--- src/rtl/p_update_sequencer_pkg.sv ---
// Shared CG solver definitions: memP geometry, default datapath latency and
// the p-update sequencer state encoding.
package p_update_sequencer_pkg;

  localparam int ELEMENT_WIDTH    = 32;
  localparam int NO_OF_UNITS      = 8;
  localparam int ADDRESS_WIDTH    = 20;
  localparam int MAX_ROWS         = 1001;
  localparam int DATAPATH_LATENCY = 4;

  typedef enum logic [1:0] {
    IDLE  = 2'd0,
    ISSUE = 2'd1,
    DRAIN = 2'd2,
    DONE  = 2'd3
  } seq_state_e;

  // Requested rows beyond the memP depth are silently truncated to the depth.
  function automatic logic [31:0] clamp_rows(input logic [31:0] requested,
                                             input logic [31:0] limit);
    return (requested > limit) ? limit : requested;
  endfunction

endpackage

--- src/rtl/p_update_sequencer_if.sv ---
// Handshake and memP bus between the p-update sequencer, the p = r + beta*p
// datapath and memP.
interface p_update_sequencer_if
  import p_update_sequencer_pkg::*;
#(
  parameter int element_width = ELEMENT_WIDTH,
  parameter int no_of_units   = NO_OF_UNITS,
  parameter int address_width = ADDRESS_WIDTH
);

  logic                                 start;
  logic [address_width-1:0]             row_count;
  logic [address_width-1:0]             read_address;
  logic                                 dp_issue;
  logic [no_of_units*element_width-1:0] dp_result;
  logic [address_width-1:0]             write_address;
  logic [no_of_units*element_width-1:0] write_data;
  logic                                 write_enable;
  logic                                 busy;
  logic                                 finish;

  // Controller / datapath side: requests passes and supplies result rows.
  modport master (
    output start,
    output row_count,
    output dp_result,
    input  read_address,
    input  dp_issue,
    input  write_address,
    input  write_data,
    input  write_enable,
    input  busy,
    input  finish
  );

  // Sequencer side.
  modport slave (
    input  start,
    input  row_count,
    input  dp_result,
    output read_address,
    output dp_issue,
    output write_address,
    output write_data,
    output write_enable,
    output busy,
    output finish
  );

endinterface

--- src/rtl/p_update_sequencer_valid_addr_delay_line.sv ---
// Carries the issued-row valid bit and row address alongside the datapath so
// the result row can be matched to its memP write address at the tail.
module valid_addr_delay_line #(
  parameter int depth      = 4,
  parameter int addr_width = 20
) (
  input  logic                  clk,
  input  logic                  reset,
  input  logic                  in_valid_i,
  input  logic [addr_width-1:0] in_addr_i,
  output logic                  out_valid_o,
  output logic [addr_width-1:0] out_addr_o
);

  logic [depth-1:0]      valid_q;
  logic [addr_width-1:0] addr_q [depth];

  always_ff @(posedge clk or posedge reset) begin
    if (reset) begin
      valid_q[0] <= 1'b0;
      addr_q[0]  <= '0;
    end else begin
      valid_q[0] <= in_valid_i;
      addr_q[0]  <= in_addr_i;
    end
  end

  // Clearing the valids on reset is what discards rows still in flight.
  for (genvar gi = 1; gi < depth; gi++) begin : g_stage
    always_ff @(posedge clk or posedge reset) begin
      if (reset) begin
        valid_q[gi] <= 1'b0;
        addr_q[gi]  <= '0;
      end else begin
        valid_q[gi] <= valid_q[gi-1];
        addr_q[gi]  <= addr_q[gi-1];
      end
    end
  end

  assign out_valid_o = valid_q[depth-1];
  assign out_addr_o  = addr_q[depth-1];

endmodule

--- src/rtl/p_update_sequencer.sv ---
// Streams memP rows 0..N-1 through the p = r + beta*p datapath, one per cycle,
// and writes each result row back to the same address after the fixed latency.
module p_update_sequencer
  import p_update_sequencer_pkg::*;
#(
  parameter int element_width    = ELEMENT_WIDTH,
  parameter int no_of_units      = NO_OF_UNITS,
  parameter int address_width    = ADDRESS_WIDTH,
  parameter int datapath_latency = DATAPATH_LATENCY,
  parameter int max_rows         = MAX_ROWS
) (
  input  logic                 clk,
  input  logic                 reset,
  p_update_sequencer_if.slave  bus
);

  localparam int row_width = no_of_units * element_width;

  seq_state_e               state_q, state_d;
  logic [address_width-1:0] rows_q, rows_d;
  logic [address_width-1:0] rd_addr_q, rd_addr_d;
  logic [address_width-1:0] wr_addr_q;
  logic [row_width-1:0]     wr_data_q;
  logic                     wr_en_q;

  logic [address_width-1:0] rows_requested;
  logic [address_width-1:0] last_row;
  logic                     issue_active;
  logic                     tail_valid;
  logic [address_width-1:0] tail_addr;

  assign rows_requested = address_width'(clamp_rows(32'(bus.row_count), 32'(max_rows)));
  assign last_row       = rows_q - address_width'(1);
  assign issue_active   = (state_q == ISSUE);

  always_ff @(posedge clk or posedge reset) begin
    if (reset) begin
      state_q   <= IDLE;
      rows_q    <= '0;
      rd_addr_q <= '0;
    end else begin
      state_q   <= state_d;
      rows_q    <= rows_d;
      rd_addr_q <= rd_addr_d;
    end
  end

  always_comb begin
    state_d   = state_q;
    rows_d    = rows_q;
    rd_addr_d = rd_addr_q;
    case (state_q)
      IDLE: begin
        if (bus.start) begin
          rows_d    = rows_requested;
          rd_addr_d = '0;
          state_d   = (rows_requested == '0) ? DONE : ISSUE;
        end
      end
      ISSUE: begin
        // The counter parks on the last row so read_address holds during DRAIN.
        if (rd_addr_q == last_row) begin
          state_d = DRAIN;
        end else begin
          rd_addr_d = rd_addr_q + address_width'(1);
        end
      end
      DRAIN: begin
        if (wr_en_q && (wr_addr_q == last_row)) begin
          state_d = DONE;
        end
      end
      DONE: begin
        state_d = IDLE;
      end
      default: begin
        state_d = IDLE;
      end
    endcase
  end

  valid_addr_delay_line #(
    .depth      (datapath_latency),
    .addr_width (address_width)
  ) u_valid_addr_delay_line (
    .clk         (clk),
    .reset       (reset),
    .in_valid_i  (issue_active),
    .in_addr_i   (rd_addr_q),
    .out_valid_o (tail_valid),
    .out_addr_o  (tail_addr)
  );

  // dp_result is only meaningful in the cycle the matching row reaches the tail.
  always_ff @(posedge clk or posedge reset) begin
    if (reset) begin
      wr_en_q   <= 1'b0;
      wr_addr_q <= '0;
      wr_data_q <= '0;
    end else begin
      wr_en_q <= tail_valid;
      if (tail_valid) begin
        wr_addr_q <= tail_addr;
        wr_data_q <= bus.dp_result;
      end
    end
  end

  assign bus.read_address  = rd_addr_q;
  assign bus.dp_issue      = issue_active;
  assign bus.write_address = wr_addr_q;
  assign bus.write_data    = wr_data_q;
  assign bus.write_enable  = wr_en_q;
  assign bus.busy          = (state_q != IDLE);
  assign bus.finish        = (state_q == DONE);

endmodule

--- src/flat_wrapper.sv ---
// flat-port wrapper written by rule: the top's interface ports become plain ports
module p_update_sequencer_flat import p_update_sequencer_pkg::*;
#(
  parameter int element_width    = ELEMENT_WIDTH,
  parameter int no_of_units      = NO_OF_UNITS,
  parameter int address_width    = ADDRESS_WIDTH,
  parameter int datapath_latency = DATAPATH_LATENCY,
  parameter int max_rows         = MAX_ROWS
)
  (clk, reset, bus_start, bus_row_count, bus_dp_result, bus_read_address, bus_dp_issue, bus_write_address, bus_write_data, bus_write_enable, bus_busy, bus_finish);
  p_update_sequencer_if #(.element_width(element_width), .no_of_units(no_of_units), .address_width(address_width)) bus_i ();
  input  logic clk;
  input  logic reset;
  input wire logic [$bits(bus_i.start)-1:0] bus_start;
  input wire logic [$bits(bus_i.row_count)-1:0] bus_row_count;
  input wire logic [$bits(bus_i.dp_result)-1:0] bus_dp_result;
  output wire logic [$bits(bus_i.read_address)-1:0] bus_read_address;
  output wire logic [$bits(bus_i.dp_issue)-1:0] bus_dp_issue;
  output wire logic [$bits(bus_i.write_address)-1:0] bus_write_address;
  output wire logic [$bits(bus_i.write_data)-1:0] bus_write_data;
  output wire logic [$bits(bus_i.write_enable)-1:0] bus_write_enable;
  output wire logic [$bits(bus_i.busy)-1:0] bus_busy;
  output wire logic [$bits(bus_i.finish)-1:0] bus_finish;
  assign bus_i.start = bus_start;
  assign bus_i.row_count = bus_row_count;
  assign bus_i.dp_result = bus_dp_result;
  assign bus_read_address = bus_i.read_address;
  assign bus_dp_issue = bus_i.dp_issue;
  assign bus_write_address = bus_i.write_address;
  assign bus_write_data = bus_i.write_data;
  assign bus_write_enable = bus_i.write_enable;
  assign bus_busy = bus_i.busy;
  assign bus_finish = bus_i.finish;
  p_update_sequencer #(.element_width(element_width), .no_of_units(no_of_units), .address_width(address_width), .datapath_latency(datapath_latency), .max_rows(max_rows)) u_core (.clk(clk), .reset(reset), .bus(bus_i));
endmodule
--- config.mk ---
export PLATFORM = sky130hd
export DESIGN_NAME = p_update_sequencer_flat
export DESIGN_NICKNAME = d
export VERILOG_FILES = /design/src/rtl/p_update_sequencer_pkg.sv /design/src/rtl/p_update_sequencer_if.sv /design/src/rtl/p_update_sequencer_valid_addr_delay_line.sv /design/src/rtl/p_update_sequencer.sv /design/src/flat_wrapper.sv
export SDC_FILE = /design/constraint.sdc
export NUM_CORES = 1
export LEC_CHECK = 0
export ABC_CLOCK_PERIOD_IN_PS = 24300
export CAP_MARGIN = 20
export CORE_AREA = 2 2 224 226
export DETAILED_ROUTE_END_ITERATION = 10
export DIE_AREA = 0 0 226 228
export PLACE_DENSITY = 0.59
export SYNTH_ARGS = -nofsm -noshare
export SYNTH_HDL_FRONTEND = slang
export SYNTH_SLANG_ARGS = --single-unit
export TNS_END_PERCENT = 1
--- constraint.sdc ---
create_clock -name clk -period 24.3 [get_ports clk]
set_input_delay 2.43 -clock clk [delete_from_list [all_inputs] [get_ports clk]]
set_output_delay 2.43 -clock clk [all_outputs]
set_load 0.05 [all_outputs]
==> summary.md, run 1 <==
| Metric | Value |
|---|---|
| Max-slew violation total from the final report | 0 |
| Min-Delay Path Class | register to register |
| Top routing layer used | met5 |
| Xor and xnor fraction of the mapped netlist area | 2.83% |
| Routed length per placed instance | 22.1 µm |
| Flip-flop cell with the highest count after synthesis | sky130_fd_sc_hd__dfrtp_1 |
| Final worst setup slack | 19.44 ns |
| Data required time at the worst endpoint | 24.86 ns |
| Mux share of post-synthesis cell area | 20.8% |
| Flop pwr share | 29.2% |
| Top-level port count | 579 |
| P&R area growth vs syn | 52.2% |
| Number of port buffers | 578 |
| Remaining design rule violation count | 0 |
| Met3 wire length | 4.43 mm |
| Cell area after synthesis | 15,500 µm² |
| Slew at the pin closest to its max-slew limit | 1.04 ns |
| Commonest non-fill, non-tap cells in the layout | sky130_fd_sc_hd__clkdlybuf4s50_1, sky130_fd_sc_hd__dfrtp_1, sky130_fd_sc_hd__mux2_2, sky130_fd_sc_hd__clkbuf_16, sky130_fd_sc_hd__nand2_1 |
| Final hold violation count | 0 |
| Endpoint class of the critical path | asynchronous set/reset pin |
| CTS tree | yes |
| Switch share | 44.3% |
| Final setup violating endpoints | 0 |
| Antenna violations before repair | 10 |
| Die extent in y | 228 µm |
| DP Cell Count | 2,258 |
| Cells resized by post-CTS repair | 0 |
| Number of enable-type register cells in the synthesized netlist | 0 |
| Net load switching power | 1.62 mW |
| Synthesized netlist cell count | 1,054 |
| Via count of the first global-routing pass | 11,100 |
| Synthesized-area fraction occupied by adder cells | 0.485% |
| Leak | 9.97 nW |
| Vias per std cell | 4.61 |
| Synth Area in Simple Gates | 5.66% |
| Clock transition time at the flip-flop clock pins of the worst setup and hold paths | 0.06 ns |
| Final instance count without filler cells | 2,344 |
| Post-CTS Repair Setup Buffers | 0 |
| Length of routed met2 wiring | 24.4 mm |
| Maximum frequency from static timing analysis | 206 MHz |
| RSZ-0062 raised after global routing | no |
| Area of the die | 51,500 µm² |
| Overall overflow remaining after global route | 0 |
| Met1 layer wirelength in the final routing | 21.5 mm |
| Number of maximum-capacitance violations | 0 |
| Largest family of logic cells by synthesized area | multiplexers |
| Number of nets still failing antenna checks after routing | 0 |
| Worst skew pair latency | 0.57 ns |
| Beginning of the worst register-to-register path | u_core.rows_q[0] |
| Number of buffers added by the clock tree synthesis step | 46 |
| Filler cells | 4,437 |
| Total of warnings raised by yosys | 0 |
| Register Area | 10,100 µm² |
| Largest fanout on the critical path | 130 |
| Overall Power | 3.65 mW |
| Die Span X | 226 µm |
| Worst clock skew | 0.0205 ns |
| Arrival time of data at the critical path endpoint | 5.42 ns |
| Startpoint class of the critical path | input pin |
| Max-slew headroom at the worst pin | 30.4% |
| Aggregate global-route resource usage | 19.8% |
| Nets | 1,922 |
| DP Worst Slack | 18.55 ns |
| Number of rows in the core area | 82 |
| Share of flip-flops with an asynchronous set or reset after synthesis | 100% |
| CTS root buffer | sky130_fd_sc_hd__clkbuf_16 |
| Initial cell density of the core | 31.3% |
| Worst Hold Launch | u_core.u_valid_addr_delay_line.addr_q[57] |
| Min-Delay Path Depth | 0 |
| H-tree depth reported by CTS | 2 |
| Routability congestion estimate from global placement | 0.891 |
| Count of hold-fix buffers inserted at cts | 0 |
| Power Density | 155 nW/µm² |
| Total nets after synthesis | 1,339 |
| Fraction of the yosys area taken by sequential cells | 65.2% |
| Core region area | 49,300 µm² |
| Critical path class | input pin to asynchronous set/reset pin |
| Most common cell after layout, fill and taps aside | sky130_fd_sc_hd__clkdlybuf4s50_1 |
| HPWL after detailed placement | 38.9 mm |
| Fraction of final layout cells with drive strength greater than 1 | 21.8% |
| Peak VDD IR | 0.100 mV |
| Flop-to-flop setup slack | 20.43 ns |
| Area of the multi-input gates | 5110 µm² |
| Final sum of negative setup slack | 0 ns |
| Result of the run | completed |
| Sinks on the clock net | 403 |
| Number of optimization iterations in the first detailed-route pass | 5 |
| Shortest period the worst path allows | 4.86 ns |
| Internal power contribution | 2.03 mW |
| Capture endpoint of the worst hold path | u_core.u_valid_addr_delay_line.addr_q[37] |
| Worst reg-to-reg path cell count | 10 |
| Share of total power in the clock network | 19.3% |
| Synth Area in Compound Gates | 3.24% |
| Number of vias after detailed routing | 10,800 |
| Synthesis-stage register bit count | 403 |
| DRC marker count from the first detailed-route iteration | 603 |
| Number of distinct library cells after synthesis | 55 |
| Routed wire length | 51.8 mm |
| Clock Path Buffers | 3 |
| Combinational group share of total power | 51.5% |
| Maximum number of pins on one net before global-route repair | 131 |
| Wire length of the first global-routing pass | 74.8 mm |
| Worst R2R End | u_core.state_q[1] |
| Syn avg cell area | 14.7 µm² |
| Part of the cycle the worst path needs | 20.0% |
-- state kept, by name (all words and copies together), names as in the netlist --
register,count
u_core.u_valid_addr_delay_line.out_addr_o,20
u_core.state_q,2
u_core.u_valid_addr_delay_line.addr_q,60
u_core.bus.write_data,256
u_core.rows_q,20
u_core.bus.write_enable,1
u_core.bus.write_address,20
u_core.bus.read_address,20
u_core.u_valid_addr_delay_line.valid_q,3
u_core.u_valid_addr_delay_line.out_valid_o,1
-- area by class of cell --
cell class	count	share of cell area, %
Multi-Input combinational cell	583	21.7
Timing Repair Buffer	588	25.1
Tap cell	672	3.57
Clock inverter	16	0.872
Antenna cell	3	0.0319
Inverter	15	0.271
Clock buffer	64	5.61
Sequential cell	403	42.9
-- cell usage after synthesis (5+ instances only) --
master                     count  share of area [%]
sky130_fd_sc_hd__nand2b_1      5               0.20
sky130_fd_sc_hd__mux2_2      274                 20
sky130_fd_sc_hd__nand2_1      45                1.1
sky130_fd_sc_hd__dfrtp_1     403                 65
sky130_fd_sc_hd__nand4_1      14               0.57
sky130_fd_sc_hd__and2_1        8               0.32
sky130_fd_sc_hd__inv_1        15               0.36
sky130_fd_sc_hd__ha_1          6               0.49
sky130_fd_sc_hd__o21ai_0      20               0.65
sky130_fd_sc_hd__nand3_1      15               0.49
sky130_fd_sc_hd__mux2i_1      12               0.78
sky130_fd_sc_hd__a31oi_1       7               0.28
sky130_fd_sc_hd__a21oi_1      14               0.45
sky130_fd_sc_hd__nor4_1        6               0.24
sky130_fd_sc_hd__a31o_1        6               0.34
sky130_fd_sc_hd__clkbuf_1     43                1.0
sky130_fd_sc_hd__xor2_1       22                1.2
sky130_fd_sc_hd__nor3_1       13               0.42
sky130_fd_sc_hd__and3_1       13               0.53
sky130_fd_sc_hd__nor2_1       23               0.56
sky130_fd_sc_hd__xnor2_1      28                1.6
-- worst max-delay path, cell delays in order --
cell and delay (ns):
sky130_fd_sc_hd__clkdlybuf4s50_1 0.49, sky130_fd_sc_hd__inv_8 0.62, sky130_fd_sc_hd__buf_4 0.79, sky130_fd_sc_hd__buf_4 0.84
-- layer usage --
layer,global-route usage [%],vias up
li1,-,4895
met1,25.7,5403
met2,31.3,401
met3,6.26,88
met4,6.75,8
met5,0,-
-- power groups by stage --
stage | Clock (mW) | Combinational [mW] | Sequential [mW]
after detailed placement | 0 | 1.89 | 1.08
after global placement | 0 | 1.88 | 1.07
final | 0.703 | 1.88 | 1.07
after CTS | 0.722 | 1.89 | 1.07
after floorplan | 0 | 0.451 | 1.83
after global routing | 0.751 | 1.95 | 1.10
-- through the flow --
stage / instance area [µm²] / hold WS [ns] / util, %
after detailed placement: 21900 / 0.335 / 44.5
after global routing: 23500 / 0.353 / 47.7
after global placement: 21900 / 0.332 / 44.5
after floorplan: 15500 / 0.331 / -
after CTS: 23500 / 0.346 / 47.5
final: 23500 / 0.343 / 47.7
-- worst max path at each step --
stage | from | to | cells past startpoint | slack (ns)
6_report | reset | u_core.bus.write_data[231] | 4 | 19.44
5_1_grt | reset | u_core.bus.write_data[209] | 4 | 18.98
4_1_cts | reset | u_core.u_valid_addr_delay_line.out_valid_o | 4 | 19.18
3_5_place_dp | reset | u_core.u_valid_addr_delay_line.out_valid_o | 4 | 18.55
3_3_place_gp | reset | u_core.u_valid_addr_delay_line.out_valid_o | 4 | 18.59
2_1_floorplan | reset | u_core.bus.read_address[0] | 1 | 10.66
-- kinds of logic after synthesis --
kind of cell             Yosys count
multiplexers                     287
flip-flops                       403
AND/OR/NAND/NOR                  166
XOR/XNOR                          50
AO/OA/AOI/OAI                     74
buffers and inverters             68
adder cells (fa/ha/maj)            6
(Power assumes the default switching activity.)
==> run 2, diff against run 1 <==
- ABC_CLOCK_PERIOD_IN_PS: 24300 -> 4400
- CORE_AREA: 2 2 224 226 -> 2 2 225 227
- DIE_AREA: 0 0 226 228 -> 0 0 227 229
- PLACE_DENSITY: 0.59 -> 0.61
- clock period: 24.3 -> 4.4 ns (I/O delays scaled with it)
==> run 2 against run 1 <==
Compared with the run above: sequential share of layout area is 0.22 points lower; non-clock buffer count is 10 higher; cell count is 0.43% higher; register-to-register slack worse by 20 ns; power grew to 5.6 times the previous value; final area is 0.50% higher; utilization is 0.056 points lower; setup slack worse by 19 ns; combinational power grew to 5.6 times the previous value; first-iteration DRC count is 19% lower; clock power grew to 5.5 times the previous value; hold slack worse by 0.00070 ns; largest power group unchanged.
==> summary.md, run 2 (same netlist as run 1, synthesis figures left out) <==
| Metric | Value |
|---|---|
| Number of buffers added by the clock tree synthesis step | 46 (unchanged) |
| Maximum frequency from static timing analysis | 274 MHz |
| Startpoint class of the critical path | register (was input pin) |
| Largest fanout on the critical path | 28 (was 130) |
| Number of rows in the core area | 82 (unchanged) |
| Worst skew pair latency | 0.57 ns (about the same) |
| Peak VDD IR | 0.306 mV (was 0.100 mV) |
| Fraction of final layout cells with drive strength greater than 1 | 22.2% (was 21.8%) |
| HPWL after detailed placement | 41.6 mm (was 38.9 mm) |
| Result of the run | completed (unchanged) |
| Cells resized by post-CTS repair | 0 (unchanged) |
| Vias per std cell | 4.64 (was 4.61) |
| Final hold violation count | 0 (unchanged) |
| Aggregate global-route resource usage | 20.5% (was 19.8%) |
| Area of the multi-input gates | 5110 µm² (unchanged) |
| Sinks on the clock net | 403 (unchanged) |
| Number of maximum-capacitance violations | 0 (unchanged) |
| Leak | 10.0 nW (was 9.97 nW) |
| Overall overflow remaining after global route | 0 (unchanged) |
| Largest register FFs | 256 (unchanged) |
| Die Span X | 227 µm (was 226 µm) |
| Final setup violating endpoints | 0 (unchanged) |
| RSZ-0062 raised after global routing | no (unchanged) |
| Post-CTS Repair Setup Buffers | 0 (unchanged) |
| Max-slew violation total from the final report | 0 (unchanged) |
| Part of the cycle the worst path needs | 83.0% |
| Power Density | 859 nW/µm² (was 155 nW/µm²) |
| Data required time at the worst endpoint | 4.85 ns (was 24.86 ns) |
| Commonest non-fill, non-tap cells in the layout | sky130_fd_sc_hd__clkdlybuf4s50_1, sky130_fd_sc_hd__dfrtp_1, sky130_fd_sc_hd__mux2_2, sky130_fd_sc_hd__clkbuf_16, sky130_fd_sc_hd__nand2_1 (unchanged) |
| DRC marker count from the first detailed-route iteration | 490 (was 603) |
| Max-slew headroom at the worst pin | 38.0% (was 30.4%) |
| DP Worst Slack | 0.765 ns (was 18.55 ns) |
| Clock Path Buffers | 3 (unchanged) |
| Shortest period the worst path allows | 3.65 ns |
| Remaining design rule violation count | 0 (unchanged) |
| Initial cell density of the core | 31.1% (was 31.3%) |
| Number of optimization iterations in the first detailed-route pass | 5 (unchanged) |
| Clock transition time at the flip-flop clock pins of the worst setup and hold paths | 0.06 ns (about the same) |
| P&R area growth vs syn | 53.0% (was 52.2%) |
| Nets | 1,932 (was 1,922) |
| Core region area | 49,700 µm² (was 49,300 µm²) |
| Wire length of the first global-routing pass | 77.5 mm (was 74.8 mm) |
| Min-Delay Path Class | register to register (unchanged) |
| Number of nets still failing antenna checks after routing | 0 (unchanged) |
| Routed length per placed instance | 22.9 µm (was 22.1 µm) |
| Antenna violations before repair | 9 (was 10) |
| Worst slack on hold paths | 0.343 ns (about the same) |
| Maximum number of pins on one net before global-route repair | 95 (was 131) |
| Via count of the first global-routing pass | 11,500 (was 11,100) |
| Most common cell after layout, fill and taps aside | sky130_fd_sc_hd__clkdlybuf4s50_1 (unchanged) |
| H-tree depth reported by CTS | 2 (unchanged) |
| Filler cells | 4,525 (was 4,437) |
| Count of hold-fix buffers inserted at cts | 0 (unchanged) |
| Area of the die | 52,000 µm² (was 51,500 µm²) |
| Final worst setup slack | 0.749 ns (was 19.44 ns) |
| CTS root buffer | sky130_fd_sc_hd__clkbuf_16 (unchanged) |
| Top-level port count | 579 (unchanged) |
| Slew at the pin closest to its max-slew limit | 0.928 ns (was 1.04 ns) |
| Arrival time of data at the critical path endpoint | 4.10 ns (was 5.42 ns) |
| Critical path class | register to register (was input pin to asynchronous set/reset pin) |
| CTS tree | yes (unchanged) |
| Number of vias after detailed routing | 10,900 (was 10,800) |
| Routed wire length | 53.9 mm (was 51.8 mm) |
| Die extent in y | 229 µm (was 228 µm) |
| Worst clock skew | 0.0160 ns (was 0.0205 ns) |
| Endpoint class of the critical path | register (was asynchronous set/reset pin) |
| Number of port buffers | 578 (unchanged) |
| Routability congestion estimate from global placement | 0.895 (was 0.891) |
| Register Area | 10,100 µm² (unchanged) |
## run 2: changes by cell type in the layout (fill, tap and decap cells not counted)
cell | before | now
sky130_fd_sc_hd__buf_12 | 0 | 8
sky130_fd_sc_hd__buf_16 | 2 | 0
sky130_fd_sc_hd__buf_4 | 7 | 12
sky130_fd_sc_hd__buf_8 | 1 | 0
sky130_fd_sc_hd__clkbuf_1 | 9 | 11
sky130_fd_sc_hd__clkbuf_8 | 8 | 7
sky130_fd_sc_hd__clkinv_2 | 5 | 6
sky130_fd_sc_hd__clkinv_4 | 4 | 1
sky130_fd_sc_hd__clkinv_8 | 0 | 2
sky130_fd_sc_hd__clkinvlp_4 | 1 | 3
sky130_fd_sc_hd__inv_6 | 2 | 0
sky130_fd_sc_hd__inv_8 | 1 | 0
## run 2: through the flow
step | TNS [ns] | utilization, % | std cells | power [mW] | instance area, µm²
4_1_cts | 0 | 47.6 | 2351 | 20.6 | 23700
3_5_place_dp | 0 | 44.6 | 2271 | 16.6 | 22100
6_report | 0 | 47.6 | 2354 | 20.3 | 23700
5_1_grt | 0 | 47.6 | 2351 | 21.2 | 23700
3_3_place_gp | 0 | 44.6 | 2271 | 16.5 | 22100
2_1_floorplan | -591.49 | - | 1054 | 12.6 | 15500
## run 2: routing by layer
layer,vias up,part of all wire [%],global-route usage (%)
met4,16,4.1,8.17
met3,110,10,8.61
li1,4913,-,-
met1,5499,41,25.1
met5,-,0.18,0
met2,373,45,31.9
## run 2: cell type report
| cell class | instances | area share [%] |
|---|---|---|
| clock buffer | 65 | 5.55 |
| multi-input combinational | 583 | 21.6 |
| tap | 672 | 3.55 |
| clock inverter | 15 | 0.873 |
| antenna | 3 | 0.0317 |
| sequential | 403 | 42.6 |
| timing repair buffer | 598 | 25.5 |
| inverter | 15 | 0.254 |
## run 2: worst paths after layout
path,from,endpoint,cells past startpoint,slack (ns)
worst min-delay path,u_core.u_valid_addr_delay_line.addr_q[57],u_core.u_valid_addr_delay_line.addr_q[37],0,0.34
max in group asynchronous,reset,u_core.bus.write_data[52],4,2.92
worst min register to register,u_core.u_valid_addr_delay_line.addr_q[57],u_core.u_valid_addr_delay_line.addr_q[37],0,0.34
worst max-delay path,u_core.rows_q[0],u_core.state_q[0],11,0.75
worst max register to register,u_core.rows_q[0],u_core.state_q[0],11,0.75
min in group asynchronous,reset,u_core.bus.write_data[90],2,0.43
## run 2: where the power goes
group	internal [mW]	total (mW)	switching, mW
registers	5.06	5.96	0.899
clock network	2.31	3.86	1.55
logic	3.86	10.5	6.65
## run 2: worst max-delay path, cell delays in order, from the launching register on
cell                       delay [ns]
sky130_fd_sc_hd__dfrtp_1         0.46
sky130_fd_sc_hd__inv_1           0.09
sky130_fd_sc_hd__ha_1            0.18
sky130_fd_sc_hd__or3b_1          0.45
sky130_fd_sc_hd__nor3_2          0.33
sky130_fd_sc_hd__nand2_1         0.16
sky130_fd_sc_hd__xnor2_1         0.17
sky130_fd_sc_hd__a2111o_1        0.33
sky130_fd_sc_hd__or4b_1          0.51
sky130_fd_sc_hd__o31a_1          0.30
sky130_fd_sc_hd__buf_4           0.24
sky130_fd_sc_hd__o32a_1          0.31
==> run 3, diff against run 2 <==
- ABC_CLOCK_PERIOD_IN_PS: 4400 -> 3200
- clock period: 4.4 -> 3.2 ns (I/O delays scaled with it)
==> run 3 against run 2 <==
Compared with the run above: the run now ends with negative setup slack left; cell count rose by 2.0%; sequential share of layout area fell by 0.69 points; non-clock buffer count rose by 45; wire length rose by 1.3%; combinational power rose by 41%; flip-flop and latch count did not move; sequential power rose by 36%; critical path type unchanged; count of clock-buffer cells in the layout rose by 3; clock skew rose by 0.0030 ns; clock power rose by 35%; utilization rose by 0.79 points.
==> summary.md, run 3 (same netlist as run 1, synthesis figures left out) <==
| Metric | Value |
|---|---|
| Startpoint class of the critical path | register (unchanged) |
| Critical path class | register to register (unchanged) |
| Largest register FFs | 256 (unchanged) |
| Filler cells | 4,509 (was 4,525) |
| Worst clock skew | 0.0191 ns (was 0.0160 ns) |
| Leak | 10.2 nW (was 10.0 nW) |
| Via count of the first global-routing pass | 11,600 (was 11,500) |
| CTS tree | yes (unchanged) |
| Maximum number of pins on one net before global-route repair | 100 (was 95) |
| Max-slew headroom at the worst pin | 48.1% (was 38.0%) |
| Number of nets still failing antenna checks after routing | 0 (unchanged) |
| Vias per std cell | 4.62 (was 4.64) |
| Flop-to-flop setup slack | -0.03 ns (was 0.75 ns) |
| Most common cell after layout, fill and taps aside | sky130_fd_sc_hd__clkdlybuf4s50_1 (unchanged) |
| Nets | 1,977 (was 1,932) |
| Number of optimization iterations in the first detailed-route pass | 4 (was 5) |
| Slew at the pin closest to its max-slew limit | 0.775 ns (was 0.928 ns) |
| Number of rows in the core area | 82 (unchanged) |
| Final worst setup slack | -0.0323 ns (was 0.749 ns) |
| P&R area growth vs syn | 55.5% (was 53.0%) |
| Part of the cycle the worst path needs | 101% (was 83.0%) |
| Number of vias after detailed routing | 11,100 (was 10,900) |
| Core region area | 49,700 µm² (unchanged) |
| Violations in the final reports | negative setup slack |
| Number of buffers added by the clock tree synthesis step | 46 (unchanged) |
| HPWL after detailed placement | 42.4 mm (was 41.6 mm) |
| Peak VDD IR | 0.494 mV (was 0.306 mV) |
| CTS root buffer | sky130_fd_sc_hd__clkbuf_16 (unchanged) |
| Die Span X | 227 µm (unchanged) |
| Power Density | 1170 nW/µm² (was 859 nW/µm²) |
| Final hold violation count | 0 (unchanged) |
| Slowest library cell on the worst path | sky130_fd_sc_hd__or4b_4 (was sky130_fd_sc_hd__or4b_1) |
| Number of maximum-capacitance violations | 0 (unchanged) |
| Remaining design rule violation count | 0 (unchanged) |
| Routed length per placed instance | 22.8 µm (was 22.9 µm) |
| Data required time at the worst endpoint | 3.66 ns (was 4.85 ns) |
| Routed wire length | 54.7 mm (was 53.9 mm) |
| H-tree depth reported by CTS | 2 (unchanged) |
| Final setup violating endpoints | 5 (was 0) |
| DRC marker count from the first detailed-route iteration | 575 (was 490) |
| Antenna violations before repair | 13 (was 9) |
| Min-Delay Path Class | input pin to asynchronous set/reset pin (was register to register) |
| Shortest period the worst path allows | 3.23 ns (was 3.65 ns) |
| Series of cell instances along the critical path | inv_1, ha_1, or3b_4, xnor2_2, a211o_1, a2111o_1, or4b_4, o31a_1, a21oi_2, mux2_4 (was inv_1, ha_1, or3b_1, nor3_2, nand2_1, xnor2_1, a2111o_1, or4b_1, o31a_1, buf_4, o32a_1) |
| Area of the die | 52,000 µm² (unchanged) |
| Die extent in y | 229 µm (unchanged) |
| Clock Path Buffers | 3 (unchanged) |
| Commonest non-fill, non-tap cells in the layout | sky130_fd_sc_hd__clkdlybuf4s50_1, sky130_fd_sc_hd__dfrtp_1, sky130_fd_sc_hd__mux2_2, sky130_fd_sc_hd__buf_4, sky130_fd_sc_hd__clkbuf_16 (was sky130_fd_sc_hd__clkdlybuf4s50_1, sky130_fd_sc_hd__dfrtp_1, sky130_fd_sc_hd__mux2_2, sky130_fd_sc_hd__clkbuf_16, sky130_fd_sc_hd__nand2_1) |
| Aggregate global-route resource usage | 20.7% (was 20.5%) |
| Worst skew pair latency | 0.58 ns (was 0.57 ns) |
| Result of the run | complete, but fails checks (was completed) |
| Top-level port count | 579 (unchanged) |
| Beginning of the worst register-to-register path | u_core.rows_q[0] (unchanged) |
| Routability congestion estimate from global placement | 0.898 (was 0.895) |
| Worst slack on hold paths | 0.0859 ns (was 0.343 ns) |
| Initial cell density of the core | 31.1% (unchanged) |
| Fraction of final layout cells with drive strength greater than 1 | 25.0% (was 22.2%) |
| Largest fanout on the critical path | 4 (was 28) |
| Overall Power | 28.2 mW (was 20.3 mW) |
| Endpoint class of the critical path | register (unchanged) |
| Final sum of negative setup slack | -0.0721 ns (was 0 ns) |
| Max-slew violation total from the final report | 0 (unchanged) |
| Wire length of the first global-routing pass | 78.0 mm (was 77.5 mm) |
| DP Cell Count | 2,312 (was 2,271) |
| Register Area | 10,100 µm² (unchanged) |
| Overall overflow remaining after global route | 0 (unchanged) |
| Worst R2R End | u_core.state_q[1] (was u_core.state_q[0]) |
| RSZ-0062 raised after global routing | yes (was no) |
| Final instance count without filler cells | 2,401 (was 2,354) |
| Arrival time of data at the critical path endpoint | 3.69 ns (was 4.10 ns) |
| Slowest Stage Delay on Critical Path | 0.51 ns (about the same) |
| Sinks on the clock net | 403 (unchanged) |
| Number of port buffers | 578 (unchanged) |
| Clock transition time at the flip-flop clock pins of the worst setup and hold paths | 0.06 ns (about the same) |
| Area of the multi-input gates | 5190 µm² (was 5110 µm²) |
| Worst reg-to-reg path cell count | 10 (was 11) |
| Maximum frequency from static timing analysis | 309 MHz (was 274 MHz) |
==> run 3: changes by cell type in the layout (fill, tap and decap cells not counted), sizes merged <==
cell | before | now
buf | 20 | 65
bufinv | 4 | 3
clkbuf | 65 | 68
clkinvlp | 3 | 2
inv | 14 | 18
clkinv | 9 | 6
==> run 3: report_power, final <==
part / total [mW] / internal, mW / switching, mW
Sequential: 8.10 / 6.96 / 1.14
Clock: 5.23 / 3.07 / 2.16
Combinational: 14.8 / 5.51 / 9.32
Total: 28.2 / 15.5 / 12.6
==> run 3: layout make-up <==
class,instances,area share [%]
sequential,403,41.9
timing repair buffer,643,26.5
multi-input combinational,583,21.6
clock buffer,68,5.38
tap,672,3.50
clock inverter,14,0.817
inverter,15,0.250
antenna,3,0.0312
==> run 3: worst max path at each step <==
stage / from / end
global route: u_core.rows_q[0] / u_core.state_q[1]
finish: u_core.rows_q[0] / u_core.state_q[1]
global placement: u_core.rows_q[0] / u_core.state_q[0]
detailed placement: u_core.rows_q[1] / u_core.state_q[0]
CTS: u_core.rows_q[1] / u_core.state_q[1]
floorplan: reset / u_core.bus.read_address[0]
==> run 3: metal layers <==
metal | wire length [µm] | global-route usage [%]
met3 | 5200 | 8.33
met4 | 1790 | 6.86
met1 | 22000 | 25.1
met2 | 25600 | 33.3
met5 | 113 | 0
==> run 3: worst max-delay path, delay by kind of cell (launching register included) <==
family	cells	cell delay, ns
compound gates	4	1.10
simple gates	2	0.93
flops	1	0.41
mux	1	0.31
fa+ha+maj	1	0.15
xor+xnor	1	0.15
buf+inv	1	0.07
==> run 3: what timing repair did <==
action                                  CTS  global route
setup buffers                             4             0
hold buffers                              0             0
gates resized for setup                  14             8
pin swaps                                 7             1
endpoints found under the setup margin   22            22
==> run 3: metrics by stage <==
stage | setup slack (ns) | util, % | area, µm²
final | -0.0323 | 48.4 | 24100
after detailed placement | -0.119 | 45.2 | 22400
after global placement | -0.0881 | 45.2 | 22400
after CTS | -0.0671 | 48.3 | 24000
after global routing | -0.180 | 48.4 | 24000
after floorplan | -2.55 | - | 15500
